===== src/rtl/tx_re_mapper_if.sv =====
// Symbol-in / frame-out bundle between the modulator, the RE mapper and the IFFT.
// The mapper uses the slave modport; the symbol/IFFT side uses master.
interface tx_re_mapper_if #(
    parameter int SYM_W  = 16,
    parameter int N_BINS = 16
);
    logic [5:0]              i_Isc;
    logic signed [SYM_W-1:0] i_sym_real;
    logic signed [SYM_W-1:0] i_sym_imag;
    logic                    i_sym_valid;
    logic                    o_sym_ready;
    logic signed [SYM_W-1:0] o_IFFT_REAL      [N_BINS-1:0];
    logic signed [SYM_W-1:0] o_IFFT_IMAGINARY [N_BINS-1:0];
    logic                    o_valid;
    logic                    i_IFFT_ready;
    logic                    o_isc_err;

    modport master (
        output i_Isc, i_sym_real, i_sym_imag, i_sym_valid, i_IFFT_ready,
        input  o_sym_ready, o_IFFT_REAL, o_IFFT_IMAGINARY, o_valid, o_isc_err
    );

    modport slave (
        input  i_Isc, i_sym_real, i_sym_imag, i_sym_valid, i_IFFT_ready,
        output o_sym_ready, o_IFFT_REAL, o_IFFT_IMAGINARY, o_valid, o_isc_err
    );
endinterface


===== src/rtl/tx_re_mapper.sv =====
// NB-IoT uplink RE mapper: packs 3/6/12 tones selected by Isc into a 16-bin IFFT frame.
// Optional macro TX_REM_DOUBLE_BUF_EN adds a ping-pong frame buffer for gapless streaming.
module tx_re_mapper #(
    parameter int SYM_W  = 16,
    parameter int N_BINS = 16
) (
    input  logic          i_clk,
    input  logic          i_rst_n,
    input  logic          en,
    tx_re_mapper_if.slave bif
);
    localparam int N_USED = 12;

    typedef enum logic [1:0] {IDLE, COLLECT, HOLD} state_t;

    state_t     r_state;
    logic [3:0] r_cnt;
    logic [3:0] r_n;
    logic [3:0] r_s;
    logic       r_valid;
    logic       r_ready;
    logic       r_isc_err;
`ifdef TX_REM_DOUBLE_BUF_EN
    logic       r_wr_sel;
    logic       r_rd_sel;
`endif

    logic       w_dec_ok;
    logic [3:0] w_dec_n;
    logic [3:0] w_dec_s;

    always_comb begin
        w_dec_ok = 1'b1;
        w_dec_n  = 4'd0;
        w_dec_s  = 4'd0;
        case (bif.i_Isc)
            6'd12:   begin w_dec_n = 4'd3;  w_dec_s = 4'd0; end
            6'd13:   begin w_dec_n = 4'd3;  w_dec_s = 4'd3; end
            6'd14:   begin w_dec_n = 4'd3;  w_dec_s = 4'd6; end
            6'd15:   begin w_dec_n = 4'd3;  w_dec_s = 4'd9; end
            6'd16:   begin w_dec_n = 4'd6;  w_dec_s = 4'd0; end
            6'd17:   begin w_dec_n = 4'd6;  w_dec_s = 4'd6; end
            6'd18:   begin w_dec_n = 4'd12; w_dec_s = 4'd0; end
            default: w_dec_ok = 1'b0;
        endcase
    end

    // In IDLE the live Isc decode is used; afterwards only the latched copy counts.
    wire       w_idle    = (r_state == IDLE);
    wire       w_acc     = bif.i_sym_valid && bif.o_sym_ready;
    wire       w_wr_en   = w_acc && (!w_idle || w_dec_ok);
    wire [3:0] w_cnt_inc = r_cnt + 4'd1;
    wire [3:0] w_bin     = (w_idle ? w_dec_s : r_s) + r_cnt;
    wire       w_last    = (w_cnt_inc == (w_idle ? w_dec_n : r_n));
    wire       w_take    = r_valid && bif.i_IFFT_ready;

    assign bif.o_sym_ready = r_ready && en;
    assign bif.o_valid     = r_valid && en;
    assign bif.o_isc_err   = r_isc_err;

    always_ff @(posedge i_clk or negedge i_rst_n) begin
        if (!i_rst_n) begin
            r_state   <= IDLE;
            r_cnt     <= '0;
            r_n       <= '0;
            r_s       <= '0;
            r_valid   <= 1'b0;
            r_ready   <= 1'b0;
            r_isc_err <= 1'b0;
`ifdef TX_REM_DOUBLE_BUF_EN
            r_wr_sel  <= 1'b0;
            r_rd_sel  <= 1'b0;
`endif
        end else if (!en) begin
            r_state   <= IDLE;
            r_cnt     <= '0;
            r_valid   <= 1'b0;
            r_ready   <= 1'b0;
            r_isc_err <= 1'b0;
`ifdef TX_REM_DOUBLE_BUF_EN
            r_wr_sel  <= 1'b0;
            r_rd_sel  <= 1'b0;
`endif
        end else begin
            r_isc_err <= w_acc && w_idle && !w_dec_ok;
            case (r_state)
                IDLE, COLLECT: begin
                    r_ready <= 1'b1;
`ifdef TX_REM_DOUBLE_BUF_EN
                    if (w_take) r_valid <= 1'b0;
`endif
                    if (w_wr_en) begin
                        if (w_idle) begin
                            r_n <= w_dec_n;
                            r_s <= w_dec_s;
                        end
                        if (w_last) begin
                            r_cnt <= '0;
`ifdef TX_REM_DOUBLE_BUF_EN
                            // Present immediately if the output slot is free this edge.
                            if (!r_valid || w_take) begin
                                r_state  <= IDLE;
                                r_valid  <= 1'b1;
                                r_rd_sel <= r_wr_sel;
                                r_wr_sel <= !r_wr_sel;
                            end else begin
                                r_state <= HOLD;
                                r_ready <= 1'b0;
                            end
`else
                            r_state <= HOLD;
                            r_valid <= 1'b1;
                            r_ready <= 1'b0;
`endif
                        end else begin
                            r_state <= COLLECT;
                            r_cnt   <= w_cnt_inc;
                        end
                    end
                end
                HOLD: begin
                    if (w_take) begin
                        r_state <= IDLE;
                        r_ready <= 1'b1;
`ifdef TX_REM_DOUBLE_BUF_EN
                        r_rd_sel <= r_wr_sel;
                        r_wr_sel <= !r_wr_sel;
`else
                        r_valid <= 1'b0;
`endif
                    end
                end
                default: r_state <= IDLE;
            endcase
        end
    end

    genvar gi;
    generate
        for (gi = 0; gi < N_BINS; gi++) begin : g_bin
            if (gi < N_USED) begin : g_used
                wire w_hit = w_wr_en && (w_bin == 4'(gi));
`ifdef TX_REM_DOUBLE_BUF_EN
                logic signed [SYM_W-1:0] r_re [2];
                logic signed [SYM_W-1:0] r_im [2];

                always_ff @(posedge i_clk or negedge i_rst_n) begin
                    if (!i_rst_n) begin
                        r_re[0] <= '0;
                        r_re[1] <= '0;
                        r_im[0] <= '0;
                        r_im[1] <= '0;
                    end else begin
                        for (int b = 0; b < 2; b++) begin
                            if (!en || (w_take && r_rd_sel == 1'(b))) begin
                                r_re[b] <= '0;
                                r_im[b] <= '0;
                            end else if (w_hit && r_wr_sel == 1'(b)) begin
                                r_re[b] <= bif.i_sym_real;
                                r_im[b] <= bif.i_sym_imag;
                            end
                        end
                    end
                end

                assign bif.o_IFFT_REAL[gi]      = r_re[r_rd_sel];
                assign bif.o_IFFT_IMAGINARY[gi] = r_im[r_rd_sel];
`else
                logic signed [SYM_W-1:0] r_re;
                logic signed [SYM_W-1:0] r_im;

                always_ff @(posedge i_clk or negedge i_rst_n) begin
                    if (!i_rst_n) begin
                        r_re <= '0;
                        r_im <= '0;
                    end else if (!en || w_take) begin
                        r_re <= '0;
                        r_im <= '0;
                    end else if (w_hit) begin
                        r_re <= bif.i_sym_real;
                        r_im <= bif.i_sym_imag;
                    end
                end

                assign bif.o_IFFT_REAL[gi]      = r_re;
                assign bif.o_IFFT_IMAGINARY[gi] = r_im;
`endif
            end else begin : g_guard
                assign bif.o_IFFT_REAL[gi]      = '0;
                assign bif.o_IFFT_IMAGINARY[gi] = '0;
            end
        end
    endgenerate
endmodule


===== src/flat_wrapper.sv =====
// flat-port wrapper written by rule: the top's interface ports become plain ports
module tx_re_mapper_flat 
#(
    parameter int SYM_W  = 16,
    parameter int N_BINS = 16
)
  (i_clk, i_rst_n, en, bif_i_Isc, bif_i_sym_real, bif_i_sym_imag, bif_i_sym_valid, bif_i_IFFT_ready, bif_o_sym_ready, bif_o_IFFT_REAL, bif_o_IFFT_IMAGINARY, bif_o_valid, bif_o_isc_err);
  tx_re_mapper_if #(.SYM_W(SYM_W), .N_BINS(N_BINS)) bif_i ();
  input  logic i_clk;
  input  logic i_rst_n;
  input  logic en;
  input wire logic [$bits(bif_i.i_Isc)-1:0] bif_i_Isc;
  input wire logic [$bits(bif_i.i_sym_real)-1:0] bif_i_sym_real;
  input wire logic [$bits(bif_i.i_sym_imag)-1:0] bif_i_sym_imag;
  input wire logic [$bits(bif_i.i_sym_valid)-1:0] bif_i_sym_valid;
  input wire logic [$bits(bif_i.i_IFFT_ready)-1:0] bif_i_IFFT_ready;
  output wire logic [$bits(bif_i.o_sym_ready)-1:0] bif_o_sym_ready;
  output wire logic [$bits(bif_i.o_IFFT_REAL)-1:0] bif_o_IFFT_REAL;
  output wire logic [$bits(bif_i.o_IFFT_IMAGINARY)-1:0] bif_o_IFFT_IMAGINARY;
  output wire logic [$bits(bif_i.o_valid)-1:0] bif_o_valid;
  output wire logic [$bits(bif_i.o_isc_err)-1:0] bif_o_isc_err;
  assign bif_i.i_Isc = bif_i_Isc;
  assign bif_i.i_sym_real = bif_i_sym_real;
  assign bif_i.i_sym_imag = bif_i_sym_imag;
  assign bif_i.i_sym_valid = bif_i_sym_valid;
  assign bif_i.i_IFFT_ready = bif_i_IFFT_ready;
  assign bif_o_sym_ready = bif_i.o_sym_ready;
  assign bif_o_IFFT_REAL = {>>{bif_i.o_IFFT_REAL}};
  assign bif_o_IFFT_IMAGINARY = {>>{bif_i.o_IFFT_IMAGINARY}};
  assign bif_o_valid = bif_i.o_valid;
  assign bif_o_isc_err = bif_i.o_isc_err;
  tx_re_mapper #(.SYM_W(SYM_W), .N_BINS(N_BINS)) u_core (.i_clk(i_clk), .i_rst_n(i_rst_n), .en(en), .bif(bif_i));
endmodule

===== config.mk =====
export PLATFORM = sky130hd
export DESIGN_NAME = tx_re_mapper_flat
export DESIGN_NICKNAME = d
export VERILOG_FILES = /design/src/rtl/tx_re_mapper_if.sv /design/src/rtl/tx_re_mapper.sv /design/src/flat_wrapper.sv
export SDC_FILE = /design/constraint.sdc
export NUM_CORES = 1
export LEC_CHECK = 0
export BUFFER_PORTS_ARGS = -buffer_cell sky130_fd_sc_hd__buf_2
export CAP_MARGIN = 30
export CORE_AREA = 2 2 216 218
export DETAILED_ROUTE_END_ITERATION = 12
export DIE_AREA = 0 0 218 220
export PLACE_DENSITY = 0.66
export SLEW_MARGIN = 30
export SYNTH_ARGS = -nofsm -noshare
export SYNTH_HDL_FRONTEND = slang
export SYNTH_SLANG_ARGS = --single-unit

===== constraint.sdc =====
create_clock -name i_clk -period 3 [get_ports i_clk]
set_clock_uncertainty 0.15 [all_clocks]
set_input_delay 0.6 -clock i_clk [delete_from_list [all_inputs] [get_ports i_clk]]
set_output_delay 0.6 -clock i_clk [all_outputs]
set_load 0.01 [all_outputs]

==> metrics.md <==
| Metric | Value |
|---|---|
| Flop2flop setup slack | between 5 and 6 ps |
| Root buffer cell | clkbuf_16 |
| Die Wd | 218 um |
| Antenna violations before repair | 1 |
| Avg Cell Area, Syn | between 10 and 15 um^2 |
| Gr ovfl total | 0 |
| Vias/cell | around 4.9 |
| Synthesized cell area | around 18,000 um^2 |
| Final HPWL DP | approximately 38,000 um |
| Ys async rst share | between 90% and 100% |
| Initial Utilization | around 39% |
| Synth Register Bits | around 400 |
| Sequential power share | 48.6% |
| Top-area cell type share of the netlist area | 56.45% |
| Switching Power | about 0.0026 W |
| Synth warn | 0 |
| Status | complete, no violations |
| Port Buf Inserts | 429 |
| RePlAce Congestion | 0.8484 |
| Initial DRT Pass Iterations | 5 |
| Area leader, netlist | dfrtp_1 |
| Core area | 45,860 um^2 |
| Detailed Route WL | approximately 55,000 um |
| Seq/Total Area, Yosys | between 50% and 60% |
| Fill count | between 4k and 5k |
| Die Area | roughly 48,000 um^2 |
| Post-synthesis cell count | 1,585 |
| Pwr dens | roughly 500 nW/um^2 |
| Clock tree buffer depth | 3 |
| Number of global-route vias before repair | 13.20k |
| Largest net degree at the start of global routing | between 80 and 90 |
| 1st-iter DRT viols | ~930 |
| Sequential cell area | between 10,000 and 15,000 um^2 |
| Area Growth Syn to Fin | 26.16% |
| EDFF count, synth | 0 |
| Critical Path AT | 3240 ps |
| CTS buffer count | 43 |
| I/O pin count | approximately 560 |
| Complex-gate fraction of the synthesized area | about 1.0% |
| Worst EP required | about 3200 ps |
| Row cnt | 79 |
| Ys flop type | dfrtp_1 |
| Top cells by area, synth | dfrtp_1 (56%), mux2i_1 (22%), nand2_1 (9.3%) |
| Switching share of total power | 23.61% |
| First-pass GRT wire length | roughly 80,000 um |
| Clock-pin slew on the worst setup and hold paths | approximately 60 ps |
| Final Hold Viols | 0 |
| Wire length per cell | 20.43 um |
| Mux contribution to synthesized area | a little over a fifth |
| Most frequent cells in the layout | nand2_1 (435), buf_2 (428), dfrtp_1 (401) |
| Slew @ Worst Pin | between 700 and 800 ps |
| Post-synthesis simple-gate area fraction | about 11% |
| Nature of the critical path endpoint | flop |
| Leak Pwr | 13.98 nW |
| Nets@finish | 2,089 |
| Post-synthesis xor/xnor area fraction | less than 1% |
| Multi-input gate area | approximately 7000 um^2 |
| Die height | ~220 um |
| WHS Path Cells | 4 |
| Min Clock Period, post-route | 2994 ps |
| Layout cells sized above 1 | 30.56% |
| Comb pwr share | roughly 5.5% |
| CTS sink cnt | 401 |
| Final Max Slew Viols | 0 |
| Clock Latency Late Sink | roughly 550 ps |
| Max VDD drop | around 0.44 mV |
| Gr usage total | a little over a fifth |
| Routed Antenna Nets | 0 |
| Max_slew headroom | between 50 and 60% |
| Drt drc | 0 |
| H-tree Lvls | 2 |
| DR vias | about 13k |
| Synth Area in Adders | less than 1% |
| Antenna cell count | 0 |
| Final setup viols | 0 |
| RSZ-0062 raised after global routing | true |
| Final critical-path share of the clock period | 99.81% |
| Count of cell types in the netlist | just under 50 |
| HP Class | primary input to flop |
| Commonest non-fill, non-tap cell in the layout | nand2_1 |
| Max_cap viols | 0 |
| Crit Path Max Fanout | 8 |
| Final core utilization | ~49% |
| Setup TNS | 0 ps |
| Main combinational cell family by area after synthesis | multiplexers |
| Critical path class | flop to flop |
| P_int | around 0.0085 W |
| CTS tree | yes |
| Clock share of power | a little under half |
| Fmax | between 0.3 and 0.4 GHz |
| Startpoint Class | flop |
| Reg2reg path depth | 12 |
## synth_stat cells, types with 5 or more instances
library cell / instances
a21oi_1: 5
and2_1: 5
buf_2: 39
buf_4: 128
clkbuf_1: 78
dfrtp_1: 401
inv_1: 8
mux2i_1: 386
nand2_1: 441
nand3_1: 11
nor2_1: 12
o21ai_0: 8
xnor2_1: 6
## per-layer routing
layer | wire [um] | up-vias | share of wire, % | GRT usage (%)
li1 | - | 5864 | - | -
met1 | 22710 | 6604 | 42 | 28.16
met5 | 11 | - | 0.020 | 0
met2 | 26570 | 477 | 49 | 36.50
met4 | 1614 | 2 | 3.0 | 7.120
met3 | 3753 | 108 | 6.9 | 5.424
## area by class of cell
type	instances	area share (%)
well taps	607	3.387
clock buffers	59	5.378
multi-input cells	1056	30.69
clock inverters	13	0.6137
flip-flops and latches	401	44.74
inverters	8	0.1339
repair buffers	531	15.06
## worst paths after layout
check | startpoint | end
max reg2reg | u_core.r_state[0] | u_core.g_bin[0].g_used.r_re[4]
max in group asynchronous | i_rst_n | u_core.g_bin[4].g_used.r_re[3]
max | u_core.r_state[0] | u_core.g_bin[0].g_used.r_re[4]
min | bif_i_IFFT_ready | u_core.r_valid
min reg2reg | u_core.r_s[0] | u_core.r_s[0]
min in group asynchronous | i_rst_n | u_core.g_bin[0].g_used.r_im[10]
## state kept, by name, indices dropped and copies added, names as in the netlist
name / count
u_core.r_cnt: 4
u_core.r_s: 4
u_core.g_bin.g_used.r_im: 192
u_core.g_bin.g_used.r_re: 192
u_core.r_valid: 1
u_core.r_n: 4
u_core.r_ready: 1
u_core.bif.o_isc_err: 1
u_core.r_state: 2
## power groups by stage
| stage | combinational, W | sequential [W] | clock [W] |
|---|---|---|---|
| finish | 0.000611 | 0.00543 | 0.00514 |
| global route | 0.000676 | 0.00543 | 0.00549 |
| CTS | 0.000614 | 0.00543 | 0.00526 |
| detailed placement | 0.000610 | 0.00553 | 0 |
| global placement | 0.000604 | 0.00553 | 0 |
| floorplan | 0.000405 | 0.00553 | 0 |
## through the flow
stage	setup slack [ps]	total power (W)	cell area (um^2)	hold slack (ps)	std cells
2_1_floorplan	-269.9	0.005937	18420	154.4	1712
3_3_place_gp	-609.0	0.006134	20880	314.7	2594
3_5_place_dp	-625.1	0.006140	20880	320.9	2594
4_1_cts	-14.44	0.01131	22270	193.4	2668
5_1_grt	-95.06	0.01159	22430	222.6	2675
6_report	5.749	0.01118	22430	239.3	2675
## cell families after synthesis
logic type,after synthesis
XOR/XNOR,10
multiplexers,390
flip-flops,401
other,1
adder cells (fa/ha/maj),5
buffers and inverters,255
AND/OR/NAND/NOR,495
AO/OA/AOI/OAI,28
## critical path: stages, from the launching register on
cell	delay, ps
dfrtp_1	400
or2_4	300
a221oi_1	220
nor2_1	100
ha_1	320
buf_4	150
xnor2_2	150
or2_4	250
mux2i_2	140
buf_4	180
nand3_4	110
buf_4	210
mux2i_1	140
## repair_timing
action	4_1_cts	5_1_grt
endpoints found under the setup margin	237	352
endpoints found under the hold margin	54	0
hold buffers	1	0
resized for setup	7	10
pin swaps	1	7
setup buffers	1	3
gates cloned	0	4
(Power assumes the default switching activity.)
